`src/rtl/data_ram_arbiter_pkg.sv`:
```
// Shared types and constants for the two-master data RAM arbiter.
// Holds the FSM state encoding and the latched-request record.
package data_ram_arbiter_pkg;

    localparam int DATA_W = 32;
    localparam int ADDR_W = 32;
    localparam int SEL_W  = 4;

    localparam logic [DATA_W-1:0] ZERO_WORD = '0;

    typedef enum logic [1:0] {
        ARB_IDLE   = 2'b00,
        ARB_ACCESS = 2'b01,
        ARB_RESP   = 2'b10
    } arb_state_e;

    typedef struct packed {
        logic              we;
        logic [SEL_W-1:0]  sel;
        logic [ADDR_W-1:0] addr;
        logic [DATA_W-1:0] wdata;
        logic              grant;
    } arb_req_t;

    function automatic arb_req_t make_req(
        input logic              we,
        input logic [SEL_W-1:0]  sel,
        input logic [ADDR_W-1:0] addr,
        input logic [DATA_W-1:0] wdata,
        input logic              grant
    );
        arb_req_t r;
        r.we    = we;
        r.sel   = sel;
        r.addr  = addr;
        r.wdata = wdata;
        r.grant = grant;
        return r;
    endfunction

endpackage

```
`src/rtl/data_ram_arbiter_rr_arb2.sv`:
```
// Combinational two-way pick: round-robin on a tie when enabled,
// otherwise port 0 takes every tie.
module rr_arb2 (
    input  logic [1:0] req_i,
    input  logic       last_grant_i,
    input  logic       rr_en_i,
    output logic       grant_o
);

    always_comb begin
        grant_o = 1'b0;
        if (req_i == 2'b11) begin
            grant_o = rr_en_i ? ~last_grant_i : 1'b0;
        end else if (req_i[1]) begin
            grant_o = 1'b1;
        end
    end

endmodule

```
`src/rtl/data_ram_arbiter.sv`:
```
// Serialises CPU (port 0) and loader (port 1) accesses onto the single-port
// data RAM: IDLE -> ACCESS -> RESP, one transaction every three cycles.
module data_ram_arbiter
    import data_ram_arbiter_pkg::*;
#(
    parameter bit RR_EN = 1'b1
) (
    input  logic              clk,
    input  logic              rst,
    input  logic              m0_req,
    input  logic              m0_we,
    input  logic [SEL_W-1:0]  m0_sel,
    input  logic [ADDR_W-1:0] m0_addr,
    input  logic [DATA_W-1:0] m0_wdata,
    output logic [DATA_W-1:0] m0_rdata,
    output logic              m0_ack,
    input  logic              m1_req,
    input  logic              m1_we,
    input  logic [SEL_W-1:0]  m1_sel,
    input  logic [ADDR_W-1:0] m1_addr,
    input  logic [DATA_W-1:0] m1_wdata,
    output logic [DATA_W-1:0] m1_rdata,
    output logic              m1_ack,
    output logic              stallreq_o,
    output logic              ram_ce,
    output logic              ram_we,
    output logic [SEL_W-1:0]  ram_sel,
    output logic [ADDR_W-1:0] ram_addr,
    output logic [DATA_W-1:0] ram_wdata,
    input  logic [DATA_W-1:0] ram_rdata
);

    arb_state_e        state_q, state_d;
    arb_req_t          lat_q, lat_d;
    logic              last_grant_q, last_grant_d;
    logic [DATA_W-1:0] m0_rdata_q, m1_rdata_q;
    logic              grant;

    rr_arb2 u_rr_arb2 (
        .req_i        ({m1_req, m0_req}),
        .last_grant_i (last_grant_q),
        .rr_en_i      (RR_EN),
        .grant_o      (grant)
    );

    always_comb begin
        state_d      = state_q;
        lat_d        = lat_q;
        last_grant_d = last_grant_q;
        case (state_q)
            ARB_IDLE: begin
                // Ports are sampled only here; later changes never reach the RAM.
                if (m0_req || m1_req) begin
                    state_d      = ARB_ACCESS;
                    last_grant_d = grant;
                    lat_d        = grant ? make_req(m1_we, m1_sel, m1_addr, m1_wdata, 1'b1)
                                         : make_req(m0_we, m0_sel, m0_addr, m0_wdata, 1'b0);
                end
            end
            ARB_ACCESS: state_d = ARB_RESP;
            ARB_RESP:   state_d = ARB_IDLE;
            default:    state_d = ARB_IDLE;
        endcase
    end

    always_ff @(posedge clk) begin
        if (rst) begin
            state_q      <= ARB_IDLE;
            lat_q        <= '0;
            last_grant_q <= 1'b1;
            m0_rdata_q   <= ZERO_WORD;
            m1_rdata_q   <= ZERO_WORD;
        end else begin
            state_q      <= state_d;
            lat_q        <= lat_d;
            last_grant_q <= last_grant_d;
            if (state_q == ARB_ACCESS && !lat_q.we) begin
                if (lat_q.grant) begin
                    m1_rdata_q <= ram_rdata;
                end else begin
                    m0_rdata_q <= ram_rdata;
                end
            end
        end
    end

    // Reset gates the chip enable so an interrupted write never lands.
    assign ram_ce    = (state_q == ARB_ACCESS) && !rst;
    assign ram_we    = ram_ce && lat_q.we;
    assign ram_sel   = lat_q.sel;
    assign ram_addr  = lat_q.addr;
    assign ram_wdata = lat_q.wdata;

    assign m0_ack     = (state_q == ARB_RESP) && !lat_q.grant;
    assign m1_ack     = (state_q == ARB_RESP) &&  lat_q.grant;
    assign m0_rdata   = m0_rdata_q;
    assign m1_rdata   = m1_rdata_q;
    assign stallreq_o = m0_req & ~m0_ack;

endmodule

```
`config.mk`:
```
export PLATFORM = sky130hd
export DESIGN_NAME = data_ram_arbiter
export DESIGN_NICKNAME = d
export VERILOG_FILES = /design/src/rtl/data_ram_arbiter_pkg.sv /design/src/rtl/data_ram_arbiter_rr_arb2.sv /design/src/rtl/data_ram_arbiter.sv
export SDC_FILE = /design/constraint.sdc
export NUM_CORES = 1
export LEC_CHECK = 0
export CAP_MARGIN = 15
export CORE_UTILIZATION = 41
export CTS_CLUSTER_SIZE = 28
export DETAILED_ROUTE_END_ITERATION = 12
export PLACE_DENSITY = 0.81
export SLEW_MARGIN = 5
export SYNTH_ARGS = -nofsm -noshare
export SYNTH_HDL_FRONTEND = slang
export SYNTH_SLANG_ARGS = --single-unit
```
`constraint.sdc`:
```
create_clock -name clk -period 2 [get_ports clk]
set_clock_uncertainty 0.2 [all_clocks]
set_input_delay 0.6 -clock clk [delete_from_list [all_inputs] [get_ports clk]]
set_output_delay 0.6 -clock clk [all_outputs]
set_load 0.005 [all_outputs]
```
==> out/qor.tcl <==
set qor(status) {finished with violations}
set qor(failed_checks) {negative setup slack}
set qor(initialDrtViolationCount) 277
set qor(num_antenna_cells) 0
set qor(tritoncts.num_buffers) 17
set qor(synthFlopType) {sky130_fd_sc_hd__dfxtp_1}
set qor(port-buffer-count) 310
set qor(stdcell_area_um2) 9970
set qor(clock_power_share_pct) 39.1
set qor(first_global_vias) 5850
set qor(synth.top_cells.by_area) {sky130_fd_sc_hd__dfxtp_1 (42%), sky130_fd_sc_hd__a311oi_2 (16%), sky130_fd_sc_hd__nand2_1 (16%), sky130_fd_sc_hd__a21oi_1 (10%), sky130_fd_sc_hd__buf_4 (8.1%)}
set qor(number_of_flops_mapped_to_enable_cells_by_yosys) 0
set qor(synth.avg_cell_area_um2) 8.47
set qor(critPathMaxStageDelay_ns) 0.35
set qor(boundaryPins) 311
set qor(hold_viol) 0
set qor(maxSlewViolCount) 0
set qor(final-instance-count-excl-fill) 1219
set qor(whs_endpoint) {m1_rdata[9]}
set qor(floorplan.die.width_um) 128
set qor(worst_slew_pin_slew_ns) 1.12
set qor(grtUsageTotal_pct) 23.6
set qor(synth_area_um2) 6470
set qor(syn-num-nets) 938
set qor(final-seq-area_um2) 2770
set qor(achievable-frequency_mhz) 470
set qor(final_critical_delay_including_setup_and_external_delays_ns) 2.13
set qor(drt-wirelength-per-cell_um) 15.8
set qor(ctsLongestPathBuffers) 2
set qor(place_inst) 1180
set qor(floorplan.initialDensity_pct) 42.2
set qor(synthCells) 764
set qor(p_sw_share_pct) 28.4
set qor(timing.final.ws_setup_ns) -0.129
set qor(reg2regPathDepth) 7
set qor(power.internal_w) 0.00567
set qor(most_repeated_cell_in_the_gate_level_netlist_after_synthesis) {sky130_fd_sc_hd__nand2_1}
set qor(path_max_fanout) 3
set qor(vias) 6118
set qor(synth.distinct_cells) 22
set qor(path_cells) {buf_6 -> nor3b_4 -> buf_6 -> nor2b_1 -> buf_2}
set qor(critPathMostFrequentCell) {sky130_fd_sc_hd__buf_6}
set qor(wire_length_of_the_first_global_routing_pass_um) 29900
set qor(dieArea_um2) 16300
set qor(synth_warnings) 0
set qor(share_of_layout_cells_above_drive_strength_1_pct) 17.4
set qor(worst-endpoint-arrival_ns) 1.33
set qor(avgViaCountPerCell) 5.02
set qor(worstSetupStartpointType) {register}
set qor(firstDrtPassIters) 4
set qor(cap_viol_max_count) 0
set qor(rsz0062_at_grt) {true}
set qor(cts_tree) {done}
set qor(type_of_the_most_critical_hold_path) {reg -> reg}
set qor(power.static_leakage_nw) 4.16
set qor(clk_pin_slew_worst_paths_ns) 0.06
set qor(power.share.sequential_pct) 38.7
set qor(nets) 1169
set qor(grt_overflow) 0
set qor(worst_slew_margin_rel_pct) 25.2
set qor(final_min_period_over_clock_period_pct) 106
set qor(dp_hpwl_um) 13200
set qor(post_dp_cell_area_um2) 9420
set qor(htree_num_levels) 4
set qor(setup_viol) 4
set qor(net-switching-power_w) 0.00225
set qor(count_of_hold_buffers_inserted_by_post_cts_repair) 0
set qor(grt_start_max_net_pins) 77
set qor(num-fill-cells) 1308
set qor(detail_route.wirelength_um) 19300
set qor(cts_sinks) 137
set qor(yosys.area.top_type) {sky130_fd_sc_hd__dfxtp_1}
set qor(cts_root_buffer) {sky130_fd_sc_hd__clkbuf_16}
set qor(synth-async-reset-ratio_pct) 0
set qor(hold_path_depth) 2
set qor(max-vdd-ir-drop_v) 0.000556
set qor(drc) 0
set qor(min_delay_src) {m1_rdata[9]}
set qor(synth_commonest_cells) {sky130_fd_sc_hd__nand2_1 (268), sky130_fd_sc_hd__dfxtp_1 (137), sky130_fd_sc_hd__a21oi_1 (134)}
set qor(ant_nets) 0
set qor(worst_skew_pair.late_latency_ns) 0.41
set qor(crit_required_ns) 1.20
set qor(power.density_nw_per_um2) 795
set qor(regToRegStartpoint) {state_q[0]}
set qor(area_growth_syn_to_layout_pct) 54.1
set qor(yosys_register_bits) 137
set qor(die_h_um) 128
set qor(yosysSeqAreaShare_pct) 42.4
set qor(multi_input_gate_area_um2) 2940
set qor(fp-row-count) 45
set qor(initial_antenna_violation_count) 0
set qor(cpMaxStageDelayCell) {sky130_fd_sc_hd__dfxtp_4}
set qor(slack_of_the_worst_reg_to_reg_path_ns) 0.06
set qor(combinational_share_of_power_pct) 22.2
set qor(critical_r2r_capture) {last_grant_q}
set qor(timing_worst_setup_path_type) {reg -> out}
set qor(share_of_the_synthesized_area_in_the_top_cell_type_pct) 42.4
set qor(critical_path.endpoint_type) {output port}
set qor(place_congestion) 0.801
set qor(core_outline_area_um2) 15300
## worst max-delay path by stage
stage          startpoint           end  slack [ns]
6_report       state_q[1]    stallreq_o       -0.13
3_5_place_dp          rst        ram_we       -0.51
5_1_grt        state_q[0]    stallreq_o       -0.19
4_1_cts        state_q[0]    stallreq_o       -0.19
2_1_floorplan      m1_req  ram_addr[10]        0.13
3_3_place_gp          rst        ram_we       -0.51
## placed cells by master, fill, tap and decap left out
master,Yosys,final
sky130_fd_sc_hd__dlygate4sd2_1,0,132
sky130_fd_sc_hd__or4b_1,1,1
sky130_fd_sc_hd__inv_8,0,3
sky130_fd_sc_hd__nor2b_1,3,3
sky130_fd_sc_hd__a21oi_1,134,134
sky130_fd_sc_hd__clkinvlp_4,0,3
sky130_fd_sc_hd__dfxtp_1,137,117
sky130_fd_sc_hd__bufinv_16,0,1
sky130_fd_sc_hd__a21boi_4,0,1
sky130_fd_sc_hd__dfxtp_4,0,2
sky130_fd_sc_hd__clkbuf_16,0,18
sky130_fd_sc_hd__nand2_1,268,268
sky130_fd_sc_hd__dfxtp_2,0,18
sky130_fd_sc_hd__nor3b_4,0,2
sky130_fd_sc_hd__buf_12,0,12
sky130_fd_sc_hd__clkinv_4,0,1
sky130_fd_sc_hd__a21bo_1,2,1
sky130_fd_sc_hd__a21bo_2,0,1
sky130_fd_sc_hd__buf_4,70,18
sky130_fd_sc_hd__nor2_4,0,1
sky130_fd_sc_hd__clkdlybuf4s50_1,0,172
sky130_fd_sc_hd__buf_2,12,4
sky130_fd_sc_hd__and2_4,1,1
sky130_fd_sc_hd__a221o_1,1,1
sky130_fd_sc_hd__nor3b_1,3,1
sky130_fd_sc_hd__nor4b_4,0,1
sky130_fd_sc_hd__buf_6,8,10
sky130_fd_sc_hd__and3b_1,1,1
sky130_fd_sc_hd__a311oi_2,69,69
sky130_fd_sc_hd__inv_6,0,7
sky130_fd_sc_hd__or2_4,0,1
sky130_fd_sc_hd__nand4bb_1,1,1
sky130_fd_sc_hd__nor4bb_4,0,1
sky130_fd_sc_hd__and2_1,1,1
## cell families (layout without fill, tap and decap cells)
family,after synthesis,in the layout,share of synthesized area [%]
AND/OR/NAND/NOR,283,283,17.4
buffers and inverters,137,381,13.2
flip-flops,137,137,42.4
AO/OA/AOI/OAI,207,207,27.0
## stage by stage
stage	total power (W)	setup WS (ns)	utilization [%]	hold slack, ns	setup TNS, ns
6_report	0.00792	-0.129	65.1	0.248	-0.388
5_1_grt	0.00827	-0.188	65.1	0.265	-0.656
4_1_cts	0.00799	-0.187	64.8	0.252	-0.521
3_5_place_dp	0.00499	-0.512	61.5	0.246	-32.22
3_3_place_gp	0.00497	-0.512	61.5	0.240	-30.08
2_1_floorplan	0.00416	0.135	-	0.253	0
## power groups by stage
stage	clock network [W]	logic [W]	registers (W)
global route	0.00328	0.00190	0.00309
floorplan	0	0.00105	0.00311
finish	0.00310	0.00176	0.00307
CTS	0.00317	0.00175	0.00307
global placement	0	0.00184	0.00312
detailed placement	0	0.00186	0.00313
## repair_timing
| action | in CTS | in global routing |
|---|---|---|
| setup endpoints to repair | 137 | 49 |
| gates resized for setup | 183 | 5 |
| hold endpoints to repair | 0 | 0 |
| pin swaps | 3 | 3 |
| buffers inserted | 6 | 0 |
| cloned | 0 | 1 |
## metal layers
layer / GRT usage (%) / routed length (um) / part of all wire, %
met2: 41.8 / 9770 / 51
met3: 7.08 / 1510 / 7.8
met5: 0 / 6 / 0.031
met4: 10.8 / 568 / 2.9
met1: 26.0 / 7460 / 39
## state kept, by name, indices dropped and copies added (netlist names)
signal and cells:
ram_wdata 32, lat_q 2, m1_rdata 32, ram_sel 4, state_q 2, m0_rdata 32
last_grant_q 1, ram_addr 32
## worst max-delay path: cells and delay by family, from the launching register on
family / cells / cell delay, ns
AND/OR/NAND/NOR: 2 / 0.23
buffers and inverters: 3 / 0.33
flip-flops: 1 / 0.35
## layout make-up
type,instances,area share [%]
multi-input cells,490,29.5
flip-flops and latches,137,27.8
clock buffers,17,4.27
well taps,211,2.65
repair buffers,349,34.2
clock inverters,15,1.57
Power figures use the tool's default switching activity.
